**config.mk**
```make
export PLATFORM = sky130hd
export DESIGN_NAME = uart_tx_fifo_flat
export DESIGN_NICKNAME = d
export VERILOG_FILES = /design/src/rtl/uart_tx_fifo_if.sv /design/src/rtl/uart_tx_fifo.sv /design/src/flat_wrapper.sv
export SDC_FILE = /design/constraint.sdc
export NUM_CORES = 1
export LEC_CHECK = 0
export ABC_CLOCK_PERIOD_IN_PS = 3950
export BUFFER_PORTS_ARGS = -buffer_cell sky130_fd_sc_hd__buf_4
export CAP_MARGIN = 10
export CELL_PAD_IN_SITES_DETAIL_PLACEMENT = 1
export CELL_PAD_IN_SITES_GLOBAL_PLACEMENT = 1
export CORE_UTILIZATION = 53
export CTS_CLUSTER_DIAMETER = 100
export DETAILED_ROUTE_END_ITERATION = 16
export PLACE_DENSITY_LB_ADDON = 0.1
export SYNTH_ARGS = -nofsm -noshare
export SYNTH_HDL_FRONTEND = slang
export SYNTH_SLANG_ARGS = --single-unit
```
**constraint.sdc**
```tcl
create_clock -name sys_clk_i -period 3.95 [get_ports sys_clk_i]
set_input_delay 0.395 -clock sys_clk_i [delete_from_list [all_inputs] [get_ports sys_clk_i]]
set_output_delay 0.395 -clock sys_clk_i [all_outputs]
set_load 0.1 [all_outputs]
```
**src/rtl/uart_tx_fifo_if.sv**
```systemverilog
// Write/status bundle of the buffered UART transmitter: the producer drives the
// write strobe and data, the transmitter reports FIFO and line status.
interface uart_tx_fifo_if #(
  parameter int DATA_BITS  = 8,
  parameter int FIFO_DEPTH = 16
);
  localparam int LVL_W = $clog2(FIFO_DEPTH + 1);

  logic                 uart_wr_i;
  logic [DATA_BITS-1:0] uart_dat_i;
  logic                 uart_full_o;
  logic [LVL_W-1:0]     uart_level_o;
  logic                 uart_busy_o;
  logic                 uart_ovf_o;

  modport master (
    output uart_wr_i, uart_dat_i,
    input  uart_full_o, uart_level_o, uart_busy_o, uart_ovf_o
  );

  modport slave (
    input  uart_wr_i, uart_dat_i,
    output uart_full_o, uart_level_o, uart_busy_o, uart_ovf_o
  );
endinterface

```
**src/rtl/uart_tx_fifo.sv**
```systemverilog
// Buffered UART transmitter: a FIFO of DATA_BITS-wide entries drained into
// start/data/parity/stop frames on uart_tx at CLK_HZ/BAUD clocks per bit.
module uart_tx_fifo #(
  parameter int CLK_HZ     = 100_000_000,
  parameter int BAUD       = 115200,
  parameter int DATA_BITS  = 8,
  parameter int FIFO_DEPTH = 16,
  parameter int PARITY     = 0,
  parameter int STOP_BITS  = 1
) (
  input  logic           sys_clk_i,
  input  logic           sys_rstn_i,
  uart_tx_fifo_if.slave  bus,
  output logic           uart_tx
);

  localparam int DIV   = (CLK_HZ + BAUD / 2) / BAUD;
  localparam int CNT_W = (DIV > 2) ? $clog2(DIV) : 1;
  localparam int PTR_W = $clog2(FIFO_DEPTH);
  localparam int LVL_W = $clog2(FIFO_DEPTH + 1);
  localparam int IDX_W = $clog2(DATA_BITS);

  localparam logic [CNT_W-1:0] DIV_M1    = CNT_W'(DIV - 1);
  localparam logic [IDX_W-1:0] DATA_LAST = IDX_W'(DATA_BITS - 1);
  localparam logic [IDX_W-1:0] STOP_LAST = IDX_W'(STOP_BITS - 1);

  if (DIV < 2) begin : g_bad_div
    $error("uart_tx_fifo: CLK_HZ/BAUD gives fewer than 2 clocks per bit");
  end
  if (DATA_BITS < 5 || DATA_BITS > 9) begin : g_bad_data_bits
    $error("uart_tx_fifo: DATA_BITS must be 5..9");
  end
  if (FIFO_DEPTH < 2 || (FIFO_DEPTH & (FIFO_DEPTH - 1)) != 0) begin : g_bad_depth
    $error("uart_tx_fifo: FIFO_DEPTH must be a power of two >= 2");
  end
  if (PARITY < 0 || PARITY > 2) begin : g_bad_parity
    $error("uart_tx_fifo: PARITY must be 0, 1 or 2");
  end
  if (STOP_BITS < 1 || STOP_BITS > 2) begin : g_bad_stop
    $error("uart_tx_fifo: STOP_BITS must be 1 or 2");
  end

  typedef enum logic [2:0] {IDLE, START, DATA, PAR, STOP} state_t;

  function automatic logic parity_of(input logic [DATA_BITS-1:0] d);
    return (PARITY == 1) ? ~(^d) : ^d;
  endfunction

  logic [DATA_BITS-1:0] mem [FIFO_DEPTH];
  logic [PTR_W-1:0]     wr_ptr, rd_ptr;
  logic [LVL_W-1:0]     level, level_nxt;
  logic                 full, ovf;
  logic                 push, pop;

  state_t               state;
  logic [CNT_W-1:0]     baud_cnt;
  logic [IDX_W-1:0]     bit_idx;
  logic [DATA_BITS-1:0] shift;
  logic                 par_bit;
  logic                 tx_q;
  logic                 bit_tick, stop_done;

  assign bit_tick  = (baud_cnt == '0);
  assign stop_done = (state == STOP) && bit_tick && (bit_idx == STOP_LAST);
  assign push      = bus.uart_wr_i && !full;
  // A frame is loaded from IDLE, or straight out of the last stop-bit clock.
  assign pop       = (level != '0) && ((state == IDLE) || stop_done);

  always_comb begin
    level_nxt = level;
    case ({push, pop})
      2'b10:   level_nxt = level + LVL_W'(1);
      2'b01:   level_nxt = level - LVL_W'(1);
      default: level_nxt = level;
    endcase
  end

  always_ff @(posedge sys_clk_i or negedge sys_rstn_i) begin
    if (!sys_rstn_i) begin
      wr_ptr <= '0;
      rd_ptr <= '0;
      level  <= '0;
      full   <= 1'b0;
      ovf    <= 1'b0;
    end else begin
      if (push) wr_ptr <= wr_ptr + PTR_W'(1);
      if (pop)  rd_ptr <= rd_ptr + PTR_W'(1);
      level <= level_nxt;
      full  <= (level_nxt == LVL_W'(FIFO_DEPTH));
      if (bus.uart_wr_i && full) ovf <= 1'b1;
    end
  end

  always_ff @(posedge sys_clk_i) begin
    if (push) mem[wr_ptr] <= bus.uart_dat_i;
  end

  always_ff @(posedge sys_clk_i) begin
    if (pop) begin
      shift   <= mem[rd_ptr];
      par_bit <= parity_of(mem[rd_ptr]);
    end else if (state == DATA && bit_tick) begin
      shift   <= shift >> 1;
    end
  end

  // Every state entry reloads the baud counter, so bit edges never drift.
  always_ff @(posedge sys_clk_i or negedge sys_rstn_i) begin
    if (!sys_rstn_i) begin
      state    <= IDLE;
      baud_cnt <= '0;
      bit_idx  <= '0;
      tx_q     <= 1'b1;
    end else begin
      case (state)
        IDLE: begin
          if (pop) begin
            state    <= START;
            baud_cnt <= DIV_M1;
            bit_idx  <= '0;
            tx_q     <= 1'b0;
          end
        end
        START: begin
          if (bit_tick) begin
            state    <= DATA;
            baud_cnt <= DIV_M1;
            tx_q     <= shift[0];
          end else begin
            baud_cnt <= baud_cnt - CNT_W'(1);
          end
        end
        DATA: begin
          if (bit_tick) begin
            baud_cnt <= DIV_M1;
            if (bit_idx == DATA_LAST) begin
              bit_idx <= '0;
              if (PARITY != 0) begin
                state <= PAR;
                tx_q  <= par_bit;
              end else begin
                state <= STOP;
                tx_q  <= 1'b1;
              end
            end else begin
              bit_idx <= bit_idx + IDX_W'(1);
              tx_q    <= shift[1];
            end
          end else begin
            baud_cnt <= baud_cnt - CNT_W'(1);
          end
        end
        PAR: begin
          if (bit_tick) begin
            state    <= STOP;
            baud_cnt <= DIV_M1;
            bit_idx  <= '0;
            tx_q     <= 1'b1;
          end else begin
            baud_cnt <= baud_cnt - CNT_W'(1);
          end
        end
        STOP: begin
          if (bit_tick) begin
            baud_cnt <= DIV_M1;
            if (bit_idx == STOP_LAST) begin
              bit_idx <= '0;
              if (pop) begin
                state <= START;
                tx_q  <= 1'b0;
              end else begin
                state <= IDLE;
                tx_q  <= 1'b1;
              end
            end else begin
              bit_idx <= bit_idx + IDX_W'(1);
            end
          end else begin
            baud_cnt <= baud_cnt - CNT_W'(1);
          end
        end
        default: begin
          state <= IDLE;
          tx_q  <= 1'b1;
        end
      endcase
    end
  end

  assign uart_tx          = tx_q;
  assign bus.uart_full_o  = full;
  assign bus.uart_level_o = level;
  assign bus.uart_ovf_o   = ovf;
  assign bus.uart_busy_o  = (state != IDLE) || (level != '0);

endmodule

```
**src/flat_wrapper.sv**
```systemverilog
// flat-port wrapper written by rule: the top's interface ports become plain ports
module uart_tx_fifo_flat 
#(
  parameter int CLK_HZ     = 100_000_000,
  parameter int BAUD       = 115200,
  parameter int DATA_BITS  = 8,
  parameter int FIFO_DEPTH = 16,
  parameter int PARITY     = 0,
  parameter int STOP_BITS  = 1
)
  (sys_clk_i, sys_rstn_i, uart_tx, bus_uart_wr_i, bus_uart_dat_i, bus_uart_full_o, bus_uart_level_o, bus_uart_busy_o, bus_uart_ovf_o);
  uart_tx_fifo_if #(.DATA_BITS(DATA_BITS), .FIFO_DEPTH(FIFO_DEPTH)) bus_i ();
  input  logic sys_clk_i;
  input  logic sys_rstn_i;
  output logic uart_tx;
  input wire logic [$bits(bus_i.uart_wr_i)-1:0] bus_uart_wr_i;
  input wire logic [$bits(bus_i.uart_dat_i)-1:0] bus_uart_dat_i;
  output wire logic [$bits(bus_i.uart_full_o)-1:0] bus_uart_full_o;
  output wire logic [$bits(bus_i.uart_level_o)-1:0] bus_uart_level_o;
  output wire logic [$bits(bus_i.uart_busy_o)-1:0] bus_uart_busy_o;
  output wire logic [$bits(bus_i.uart_ovf_o)-1:0] bus_uart_ovf_o;
  assign bus_i.uart_wr_i = bus_uart_wr_i;
  assign bus_i.uart_dat_i = bus_uart_dat_i;
  assign bus_uart_full_o = bus_i.uart_full_o;
  assign bus_uart_level_o = bus_i.uart_level_o;
  assign bus_uart_busy_o = bus_i.uart_busy_o;
  assign bus_uart_ovf_o = bus_i.uart_ovf_o;
  uart_tx_fifo #(.CLK_HZ(CLK_HZ), .BAUD(BAUD), .DATA_BITS(DATA_BITS), .FIFO_DEPTH(FIFO_DEPTH), .PARITY(PARITY), .STOP_BITS(STOP_BITS)) u_core (.sys_clk_i(sys_clk_i), .sys_rstn_i(sys_rstn_i), .bus(bus_i), .uart_tx(uart_tx));
endmodule
```
==> impl_summary.log <==
INFO  metric maxSlewHeadroom = 42.4%
INFO  metric tritoncts = done
INFO  metric synthesis.area_per_instance = 16.8 sq um
INFO  metric path_buf_inv = 1
INFO  metric maxCapViolations = 0
INFO  metric n_fill_cell = ~1200
INFO  metric synth_seq_area_share = 67.5%
INFO  metric grt_first_pass_wirelength = ~24000 microns
INFO  metric clock_buffer_count_from_cts = 17
INFO  metric die_w = 119 microns
INFO  metric synthTopCellsByArea = edfxtp_1, dfrtp_1, mux4_2, ha_1, xor2_1
INFO  metric timing.final.hold_violations = 0
INFO  metric die-area = 0.0141 sq mm
INFO  metric synth.net_count = 456
INFO  metric ioPinCount = 20
INFO  metric detailed_place.area = 0.00750 sq mm
INFO  metric antenna_violations_before_repair = 0
INFO  metric grt_max_degree = 36
INFO  metric grt_setup_unrepaired = false
INFO  metric seq_area = 0.00489 sq mm
INFO  metric count_of_flip_flops_with_a_built_in_enable_after_synthesis = around 140
INFO  metric critical_path.slowest_cell = dfrtp_1
INFO  metric remaining_drc_errors = 0
INFO  metric die_h = 119 microns
INFO  metric worstHoldPathType = in2reg
INFO  metric grt.overflow.total = 0
INFO  metric highest_net_fanout_along_the_worst_path = 14
INFO  metric num_rows = 42
INFO  metric cell_family_with_most_cp_delay = simple AND/OR/NAND/NOR gates
INFO  metric clock-sinks = 168
INFO  metric mappedNetlistArea = 0.00724 sq mm
INFO  metric worst-setup-path-type = reg2reg
INFO  metric reg2reg_slack = 640 ps
INFO  metric worstPathRequired = 4290 ps
INFO  metric worstRegToRegCells = 12
INFO  metric layout.core_utilization = 61.1%
INFO  metric place.gp.congestion = 0.836
INFO  metric synth_cell_types = 60
INFO  metric cp-endpoint = u_core.bus.uart_full_o
INFO  metric setup_total_negative_slack = 0 ps
INFO  metric yosys_register_bits = approximately 170
INFO  metric critical_path.cell_chain = inv_1 -> ha_1 -> nor4bb_1 -> a31o_2 -> nor2b_4 -> ha_1 -> xor2_1 -> ha_1 -> o31ai_1 -> a32o_1 -> xor2_1 -> nor4bb_1
INFO  metric holdWs = between 150 and 200 ps
INFO  metric placed_cells = ~610
INFO  metric crit_path_frequent_cell = ha_1
INFO  metric finalClockSkew = 12.2 ps
INFO  metric ctsHtreeMaxLevel = 4
INFO  metric vias = 3849
INFO  metric startpoint_type = flop
INFO  metric post_synth_most_frequent_cells = edfxtp_1, mux4_2, dfrtp_1, nand2_1, and2_1
INFO  metric post-synth-top-area-cell = edfxtp_1
INFO  metric min_period = 3310 ps
INFO  metric detailedRoute.firstPassIterationCount = 4
INFO  metric globalRouteTotalUtil = between 20% and 30%
INFO  metric worst-path-stages = 12
INFO  metric instances_no_fill = approximately 640
INFO  metric core_region_area = 0.0133 sq mm
INFO  metric power_leakage = 2.85 nW
INFO  metric final_setup_fails = 0
INFO  metric final-max-slew-violation-count = 0
INFO  metric reg2reg_to = u_core.bus.uart_full_o
INFO  metric clk_latency = roughly 440 ps
INFO  metric yosys.cell_count.top_type = edfxtp_1
INFO  metric clkSlewWorstSetupHoldPaths = 70 ps
INFO  metric post-route-cell-area = 0.00812 sq mm
INFO  metric setup.worst_path.end_class = flop
INFO  metric rr_startpoint = u_core.bit_idx[0]
INFO  metric avgViaCountPerCell = 6.00
INFO  metric achievable-frequency = 302 MHz
INFO  metric max-vdd-ir-drop = approximately 0.64 mV
INFO  metric layout-drive-gt1-share = 23.2%
INFO  metric cts_root_buf = clkbuf_16
INFO  metric post-synth-top-area-fraction = a little under three fifths
INFO  metric synthFlopType = edfxtp_1
INFO  metric post_synth_inst_count = around 430
INFO  metric tightestPinTransition = 864 ps
INFO  metric dpl.hpwl = 9770 microns
INFO  metric critPathMaxStageDelay = 430 ps
INFO  metric multi_input_combinational_cell_area = 0.00220 sq mm
INFO  metric initial_core_util = between 50 and 60%
INFO  metric run_status = complete, no violations
INFO  metric power_density = a little over 700 mW/mm^2
INFO  metric part_of_the_cycle_the_worst_path_needs = 83.8%
INFO  metric detail_route.iter0.violations = 257
INFO  metric post_synth_arst_share = between 10% and 20%
INFO  metric wl_per_cell = 24.5 microns
INFO  metric cts_max_path_bufs = 2
INFO  metric antenna_cells_inserted = 0
INFO  metric totalWireLength = 15700 microns
INFO  metric detail_route_antenna_nets = 0
INFO  metric synth-warning-count = 0
INFO  metric cp-startpoint = u_core.bit_idx[0]
INFO  metric arrival = 3650 ps
INFO  metric port-buffer-count = 19
INFO  metric cts.repair_timing.setup_buffer_count = 0
INFO  metric first_global_vias = 4057
INFO  metric nNetsFinal = ~480
INFO  metric areaGrowthSynthToFinish = 12.2%
## routing by layer
layer	track usage (%)	wire length [microns]
met5	0	0
met4	9.10	206
met3	5.27	847
met2	39.1	7820
met1	33.4	6800
## cells by family after synthesis
logic type	count (synthesis)	share of synthesized area, %
DFF	168	67.5
and+or+nand+nor	105	8.23
AOI/OAI and AO/OA	49	5.00
muxes	47	12.5
buffers and inverters	30	2.07
xor gates and xnor gates	20	2.42
adders and majority gates	13	2.25
## power by group
part           switching (mW)  internal (mW)  total [mW]
clock                   0.748          0.959        1.71
combinational            1.01          0.641        1.66
sequential              0.238           2.18        2.42
total                    2.00           3.78        5.78
## worst min path at each step
stage                   from               endpoint  slack [ps]  cells past startpoint
2_1_floorplan     sys_rstn_i     u_core.baud_cnt[0]         100                      0
3_3_place_gp      sys_rstn_i     u_core.baud_cnt[9]         360                      1
3_5_place_dp      sys_rstn_i     u_core.baud_cnt[7]         370                      1
4_1_cts        bus_uart_wr_i  u_core.bus.uart_ovf_o         160                      2
5_1_grt        bus_uart_wr_i  u_core.bus.uart_ovf_o         170                      2
6_report       bus_uart_wr_i  u_core.bus.uart_ovf_o         170                      2
## cell usage in the layout (no fill, tap or decap), drive strengths merged, types with 4 or more instances in the layout
cell type / netlist / final
a21oi: 5 / 5
a22oi: 15 / 15
and2: 18 / 18
buf: 13 / 21
clkbuf: 8 / 17
dfrtp: 31 / 31
edfxtp: 136 / 136
ha: 13 / 13
inv: 9 / 16
mux2: 12 / 12
mux4: 33 / 33
nand2: 23 / 23
nand3: 7 / 7
nand4: 4 / 4
nor2: 19 / 19
nor2b: 5 / 5
nor4: 4 / 4
o21ai: 9 / 9
o22ai: 5 / 5
xnor2: 7 / 7
xor2: 13 / 13
## area by class of cell
| cell class | instances | area share, % |
|---|---|---|
| clock buffer | 17 | 5.24 |
| clock inverter | 15 | 2.31 |
| inverter | 9 | 0.416 |
| multi-input combinational | 234 | 27.1 |
| sequential | 168 | 60.2 |
| tap | 176 | 2.71 |
| timing repair buffer | 22 | 2.06 |
## through the flow
stage | setup slack [ps] | total power [mW]
floorplan | 477 | 3.65
global placement | 878 | 4.04
detailed placement | 703 | 4.10
CTS | 624 | 5.84
global route | 323 | 6.01
finish | 642 | 5.78
## sequential cells by signal, indices dropped and copies added (netlist names)
signal,flops
u_core.mem,128
u_core.baud_cnt,10
u_core.shift,8
u_core.bus.uart_level_o,5
u_core.rd_ptr,4
u_core.wr_ptr,4
u_core.bit_idx,3
u_core.state,3
u_core.bus.uart_full_o,1
u_core.bus.uart_ovf_o,1
u_core.uart_tx,1
## what timing repair did
action                                  4_1_cts  5_1_grt
hold buffers                                  1        0
resized for setup                             0        0
hold endpoints to repair                     31        0
endpoints found under the setup margin        0        0
Power figures use the tool's default switching activity.
